## src/rtl/uart_tx_fifo.sv

```systemverilog
// Byte FIFO in front of a UART transmitter. It launches one byte per transmitter
// busy period and exposes fill level, full/empty and a sticky overflow flag.
module uart_tx_fifo #(
   parameter int DEPTH = 16,
   parameter int CNT_W = $clog2(DEPTH) + 1
) (
   input  logic             clk,
   input  logic             rst_n,
   input  logic [7:0]       i_data,
   input  logic             i_wr_en,
   input  logic             i_clr_ovf,
   output logic             o_full,
   output logic             o_empty,
   output logic [CNT_W-1:0] o_count,
   output logic             o_overflow,
   output logic [7:0]       o_tx_data,
   output logic             o_tx_start,
   input  logic             i_tx_busy,
   output logic [1:0]       o_dbg_state
);

   localparam int PTR_W = $clog2(DEPTH);

   typedef enum logic [1:0] {S_IDLE, S_LAUNCH, S_GUARD, S_DRAIN} state_t;

   // Handshake: a byte leaves when the FSM is in IDLE, the FIFO holds data and
   // the transmitter reports not busy; o_tx_start pulses for exactly one cycle
   // with o_tx_data already valid, and o_tx_data holds until the next launch.
   state_t           r_state;
   state_t           w_next_state;
   logic [7:0]       r_mem [DEPTH];
   logic [PTR_W-1:0] r_wr_ptr;
   logic [PTR_W-1:0] r_rd_ptr;
   logic [CNT_W-1:0] r_count;
   logic             r_overflow;
   logic [7:0]       r_tx_data;
   logic             r_tx_start;
   logic             w_wr;
   logic             w_pop;

   assign o_full      = (r_count == CNT_W'(DEPTH));
   assign o_empty     = (r_count == '0);
   assign o_count     = r_count;
   assign o_overflow  = r_overflow;
   assign o_tx_data   = r_tx_data;
   assign o_tx_start  = r_tx_start;
   assign o_dbg_state = r_state;

   // Full is judged on the registered count, so a pop never makes room for a
   // write on the same edge.
   assign w_wr  = i_wr_en & ~o_full;
   assign w_pop = (r_state == S_IDLE) & ~o_empty & ~i_tx_busy;

   always_ff @(posedge clk) begin
      if (w_wr) begin
         r_mem[r_wr_ptr] <= i_data;
      end
   end

   always_ff @(posedge clk) begin
      if (!rst_n) begin
         r_wr_ptr   <= '0;
         r_rd_ptr   <= '0;
         r_count    <= '0;
         r_overflow <= 1'b0;
         r_tx_data  <= 8'h00;
         r_tx_start <= 1'b0;
      end else begin
         r_tx_start <= w_pop;
         if (w_wr) begin
            r_wr_ptr <= r_wr_ptr + PTR_W'(1);
         end
         if (w_pop) begin
            r_rd_ptr  <= r_rd_ptr + PTR_W'(1);
            r_tx_data <= r_mem[r_rd_ptr];
         end
         case ({w_wr, w_pop})
            2'b10:   r_count <= r_count + CNT_W'(1);
            2'b01:   r_count <= r_count - CNT_W'(1);
            default: r_count <= r_count;
         endcase
         // A drop wins over a clear in the same cycle.
         if (i_wr_en && o_full) begin
            r_overflow <= 1'b1;
         end else if (i_clr_ovf) begin
            r_overflow <= 1'b0;
         end
      end
   end

   always_ff @(posedge clk) begin
      if (!rst_n) begin
         r_state <= S_IDLE;
      end else begin
         r_state <= w_next_state;
      end
   end

   always_comb begin
      w_next_state = r_state;
      case (r_state)
         S_IDLE:   if (w_pop) w_next_state = S_LAUNCH;
         S_LAUNCH: w_next_state = S_GUARD;
         S_GUARD:  w_next_state = S_DRAIN;
         S_DRAIN:  if (!i_tx_busy) w_next_state = S_IDLE;
         default:  w_next_state = S_IDLE;
      endcase
   end

endmodule

```

## config.mk

```make
export PLATFORM = sky130hd
export DESIGN_NAME = uart_tx_fifo
export DESIGN_NICKNAME = d
export VERILOG_FILES = /design/src/rtl/uart_tx_fifo.sv
export SDC_FILE = /design/constraint.sdc
export NUM_CORES = 1
export LEC_CHECK = 0
export BUFFER_PORTS_ARGS = -buffer_cell sky130_fd_sc_hd__buf_2
export CORE_MARGIN = 2
export CORE_UTILIZATION = 55
export DETAILED_ROUTE_END_ITERATION = 10
export GPL_ROUTABILITY_DRIVEN = 0
export PLACE_DENSITY = 0.73
export SYNTH_ARGS = -nofsm -noshare
export SYNTH_HDL_FRONTEND = slang
export SYNTH_SLANG_ARGS = --single-unit
export TNS_END_PERCENT = 1
```

## constraint.sdc

```tcl
create_clock -name clk -period 3.9 [get_ports clk]
set_clock_uncertainty 0.05 [all_clocks]
set_input_delay 0.195 -clock clk [delete_from_list [all_inputs] [get_ports clk]]
set_output_delay 0.195 -clock clk [all_outputs]
set_load 0.01 [all_outputs]
```

After elaboration in Yosys (flattened, before gate mapping):

Memory sizes are Yosys's and may differ from the RTL's. A register that Yosys moved wholly into a read port is not among the register bits.
Index checks and enable logic that the tools add are counted.

* register bits after elaboration: 17
* latch bits: 0
* bits in writable memories: 128
* bits in read-only memories: 0
* input port bits: 13
* output and inout port bits: 19
* logic and storage cells: 40
* memories kept: 1

Memories
* r_mem: depth 16, bits a word 8, rd ports 1, clocked after Yosys merged registers in 1, write ports 1, RTL line 31 `logic [7:0] r_mem [DEPTH];`

* $add $sub $neg: 4
* multipliers: 0
* div/mod/pow operators: 0
* magnitude comparators: 0
* equal/unequal tests: 8
* shift operators: 0
* multiplexer cells: 8
* bitwise operators: 6
* reductions and logical operators: 7

Operator list (count)
* $pmux 5 s2: 1
* $add 4x1->4 const B: 2
* $pmux 2 s4: 1
* $eq 2x2->1 const B: 3
* $add 5x1->5 const B: 1
* $eq 5x5->1 const B: 1
* $logic_not 5->1: 1
* $sub 5x1->5 const B: 1
* $eq 2x1->1 const B: 2
* $mux 1: 4
* $mux 2: 2
* $ne 2x2->1 const B: 2
* $reduce_bool 2->1: 2
* $and 1x1->1: 3
* $not 1->1: 3
* $logic_not 2->1: 1
* $reduce_and 2->1: 1
* $logic_and 1x1->1: 1
* $logic_not 1->1: 1

Logic depth before layout (Yosys ltp):

* depth in word-level cells: 6
* gate-level depth with buffers: 14
* mapped depth without buffers: 12

Worst setup path before layout:

OpenSTA, ideal clock, no wires.

* kind: register to register
* from: register r_count[0] (netlist: o_count[0])
* to: register r_count[4] (netlist: o_count[4])
* arrival time: 2.613 ns
* required time: 3.732 ns
* setup slack: 1.119 ns
* cell stages (with the launch flop): 12
* clock period less this slack: 2.781 ns
* cell sequence: dfxtp_1 > nor4_4 > a21oi_2 > buf_6 > buf_8 > ha_1 > ha_1 > nor2b_1 > o21ai_0 > a21oi_1 > or3b_1 > mux2i_1

* longest elaborated chain between the ends: 6
* elaborated cells on any way between the ends: 13

RTL lines
* start, declared: RTL line 34 `logic [CNT_W-1:0] r_count;`
* start signal, assigned: RTL line 78 `2'b10: r_count <= r_count + CNT_W'(1);`
* start signal, assigned: RTL line 79 `2'b01: r_count <= r_count - CNT_W'(1);`
* start signal, assigned: RTL line 80 `default: r_count <= r_count;`
* $logic_not 5->1 *: RTL line 42 `assign o_empty = (r_count == '0);`
* $not 1->1 *: RTL line 52 `assign w_pop = (r_state == S_IDLE) & ~o_empty & ~i_tx_busy;`
* $and 1x1->1 * (2 in a row): RTL line 52
* named net w_pop: RTL line 39 `logic w_pop;`
* $eq 2x1->1 / $eq 2x2->1 (equally long branches): RTL line 77 `case ({w_wr, w_pop})`
* $pmux 5 s2 / $reduce_bool 2->1 (equally long branches)

The timed path passes the listed nets; every way through them passes the cells marked *.
A chain may end at the register's enable or synchronous reset.

Final worst setup path:

* from: register r_state[0] (netlist: o_dbg_state[0])
* to: register r_count[4] (netlist: o_count[4])

* longest elaborated chain between the ends: 5
* elaborated cells on any way between the ends: 7

RTL lines
* start, declared: RTL line 29 `state_t r_state;`
* start signal, assigned: RTL line 95 `r_state <= w_next_state;`
* $logic_not 2->1 *: RTL line 52
* $and 1x1->1 * (2 in a row): RTL line 52
* $eq 2x1->1 / $eq 2x2->1 (equally long branches): RTL line 77
* $pmux 5 s2 / $reduce_bool 2->1 (equally long branches)

Every way passes the cells marked *; elsewhere a longest branch is shown, timed or not.

==> summary.md <==
| Metric | Value |
|---|---|
| Status | `finished, final reports clean` |
| CTS tree | `done` |
| Resized Gates After CTS | `0` |
| Post-Syn Area per Cell | `15.74 um^2` |
| Clock power share | `0.367` |
| Ranking of synthesized cells by area | `edfxtp_1, dfxtp_1, mux2i_1` |
| Yosys warning count | `0` |
| Mux cell area share after synthesis | `0.1111` |
| Core footprint | `10940 um^2` |
| Sequential share of the synthesized area | `0.6987` |
| Clock Sinks | `153` |
| CP Launch Type | `register` |
| CTS buffer count | `17` |
| Antenna violations before repair | `0` |
| RR Endpoint | `o_count[4]` |
| Port bufs | `31` |
| Clock buffer depth | `2` |
| Layout cell share with drive strength beyond 1 | `0.1892` |
| Crit end category | `register` |
| Mapped Area | `6217 um^2` |
| Final setup viols | `0` |
| Diodes inserted | `0` |
| I/O pin total | `32` |
| Share of the synthesized area in the top cell type | `0.6182` |
| MaxCap Viol Count | `0` |
| Achievable clock frequency | `312.2 MHz` |
| Layout area overhead | `13.58%` |
| CP Launch Point | `o_dbg_state[0]` |
| RSZ-0062 raised after global routing | `false` |
| Net Count, Synth | `422` |
| Hold_ws | `19.27 ps` |
| Largest family of logic cells by synthesized area | `multiplexers` |
| Critical path class | `register to register` |
| Sequential share of power | `0.453` |
| Worst-skew pair later-pin latency | `410 ps` |
| Antenna Nets Post-Route | `0` |
| Worst path slowest cell | `a21oi_2` |
| Arrival time at the worst endpoint | `3460 ps` |
| Initial Util | `0.5685` |
| Rel. slew slack | `0.3937` |
| Drt total wl | `12.25 mm` |
| Post-DR vias/cell | `5.848` |
| CTS root buf | `clkbuf_16` |
| Final worst-path cycle share | `0.8212` |
| DR iter-0 viols | `252` |
| Die height | `110.3 um` |
| Minimum clock period | `3203 ps` |
| Hold Buf Count CTS | `0` |
| Min-Delay Path Depth | `3` |
| Sw frac | `0.2654` |
| Hold Crit Class | `primary input to register` |
| CP cell instances | `inv_1 > ha_1 > nand2b_1 > a21oi_2 > ha_1 > inv_1 > fa_1 > nor2b_1 > o21ai_0 > nand3_1 > or3b_1 > mux2i_1` |
| Max-slew violation count | `0` |
| Total track usage | `0.2172` |
| Worst Tran Pin Value | `906.1 ps` |
| Internal power | `3.200 mW` |
| Hold EP | `o_overflow` |
| Synth Area in Compound Gates | `0.05575` |
| Reg2reg start | `o_dbg_state[0]` |
| Fin. Hold Viols | `0` |
| GR Overflow Total | `0` |
| Primary FF master, synth | `edfxtp_1` |
| DR DRC count | `0` |
| Die span in x | `110.3 um` |
| LEAKAGE | `2.344 nW` |
| XOR/XNOR Fraction of Synth Area | `0.01268` |
| Cells after Synth | `395` |
| FP Rows | `38` |
| Synth cell types | `36` |
| Hold Startpoint | `i_wr_en` |
| Clock slew at reported path FFs | `60 ps` |
| Leading area contributor after synthesis | `edfxtp_1` |
| Via count | `3415` |
| Full die area | `12170 um^2` |
| Largest net degree at the start of global routing | `29` |
| Setup Fix Bufs, Post-CTS | `0` |
| Reg2reg path depth | `12` |
| Global-route wire length before repair | `18.42 mm` |
| Crit path largest cell delay | `660 ps` |
| Count leader, synth | `edfxtp_1` |
| CTS HTree Levels | `4` |
| Reg2Reg Setup Slack | `700 ps` |
| Number of global-route vias before repair | `3266` |
| Net count, final | `459` |
| Detailed placement HPWL | `7.908 mm` |
| Number of synthesized flops with an enable pin | `128` |
| Drt pass-1 iters | `5` |
| Post-synth ARST share | `0` |
| Commonest cells post-synth | `edfxtp_1, mux2i_1, dfxtp_1` |
| Power Total | `4.356 mW` |
| Pwr/cell area | `616.9 nW/um^2` |
| CP max FO | `22` |
| Adder-Cell Fraction of Synth Area | `0.02938` |
| CP required | `4160 ps` |
| Switching power total | `1.156 mW` |
| VDD IR max | `329.3 uV` |
| Simple-Gate Fraction of Synth Area | `0.06681` |
| Total negative slack | `0 ps` |
| Final design utilization | `0.6458` |
| Synth Register Bits | `153` |
| Part of the power in combinational logic | `0.180` |
| Routed wire per std cell | `20.97 um` |
layout by cell type (no fill, tap or decap):
cell	synthesis	layout
mux2i_1	42	42
a22oi_1	4	4
dfxtp_2	0	1
nand2b_1	4	4
dfxtp_1	25	24
o21ai_0	15	15
and2_2	2	2
nand2_4	1	1
a31oi_1	8	8
ha_1	13	13
and2_1	10	10
o22ai_1	20	20
clkbuf_16	0	17
or3_1	1	1
bufinv_16	0	3
nor4_4	1	1
nand3_1	4	4
buf_4	0	7
edfxtp_1	128	128
clkinv_1	0	5
nor3_1	8	8
fa_1	1	1
xnor2_1	5	5
nand4_1	2	2
clkinvlp_4	0	4
a21oi_2	1	1
nor2_1	19	19
buf_2	10	31
clkinv_4	0	1
inv_1	10	10
nor2b_1	8	8
inv_6	0	1
nand2_1	17	17
or3b_1	1	1
xor2_1	4	4
a21boi_4	1	1
mux4_2	12	12
nand3b_1	1	1
a21oi_1	6	6
a21o_2	1	1
worst max path at each step:
stage / end / slack (ps) / cells after the start
after floorplan: o_count[4] / 1120 / 11
after global placement: o_count[4] / 830 / 12
after detailed placement: o_count[4] / 740 / 12
after CTS: o_count[4] / 710 / 12
after global routing: o_count[4] / 490 / 12
final: o_count[4] / 700 / 12
critical path: cells and delay by family (launching register included):
family	cells	cell delay, ps
muxes	1	120
DFF	1	330
AOI/OAI and AO/OA	2	760
and+or+nand+nor	4	630
buffers and inverters	2	210
adders and majority gates	3	970
kinds of logic after synthesis:
logic type,Yosys count
DFF,153
and+or+nand+nor,79
AOI/OAI and AO/OA,56
muxes,54
buffers and inverters,30
adders and majority gates,14
xor gates and xnor gates,9
power by group through the flow:
stage                     sequential [mW]  clock [mW]  combinational (mW)
after floorplan                      2.01           0               0.542
after global placement               2.00           0               0.758
after detailed placement             2.01           0               0.782
after CTS                            1.97        1.62               0.792
after global routing                 1.98        1.68               0.855
final                                1.97        1.60               0.786
state kept, by name, indices dropped and copies added, names as in the netlist:
| register | count |
|---|---|
| o_count | 5 |
| o_dbg_state | 2 |
| o_overflow | 1 |
| o_tx_data | 8 |
| o_tx_start | 1 |
| r_mem | 128 |
| r_rd_ptr | 4 |
| r_wr_ptr | 4 |
layer usage:
metal	GRT usage	up-vias	routed length (um)
li1	-	1575	-
met1	0.2992	1671	5284
met2	0.3387	138	5923
met3	0.04174	31	688
met4	0.09911	0	351
met5	0	-	0
per-stage QoR:
stage               setup slack (ps)  std cells  area (um^2)
global placement               827.5        553         6480
finish                         697.3        584         7062
CTS                            712.0        584         7062
detailed placement             743.4        553         6480
floorplan                       1119        395         6217
global route                   490.7        584         7062
area by class of cell:
type / instances / area (um^2)
Clock buffer: 17 / 425.4
Clock inverter: 14 / 156.4
Fill cell: 769 / 3874
Inverter: 10 / 37.54
Multi-Input combinational cell: 212 / 1714
Sequential cell: 153 / 4345
Tap cell: 140 / 175.2
Timing Repair Buffer: 38 / 207.7
(Power assumes the default switching activity.)
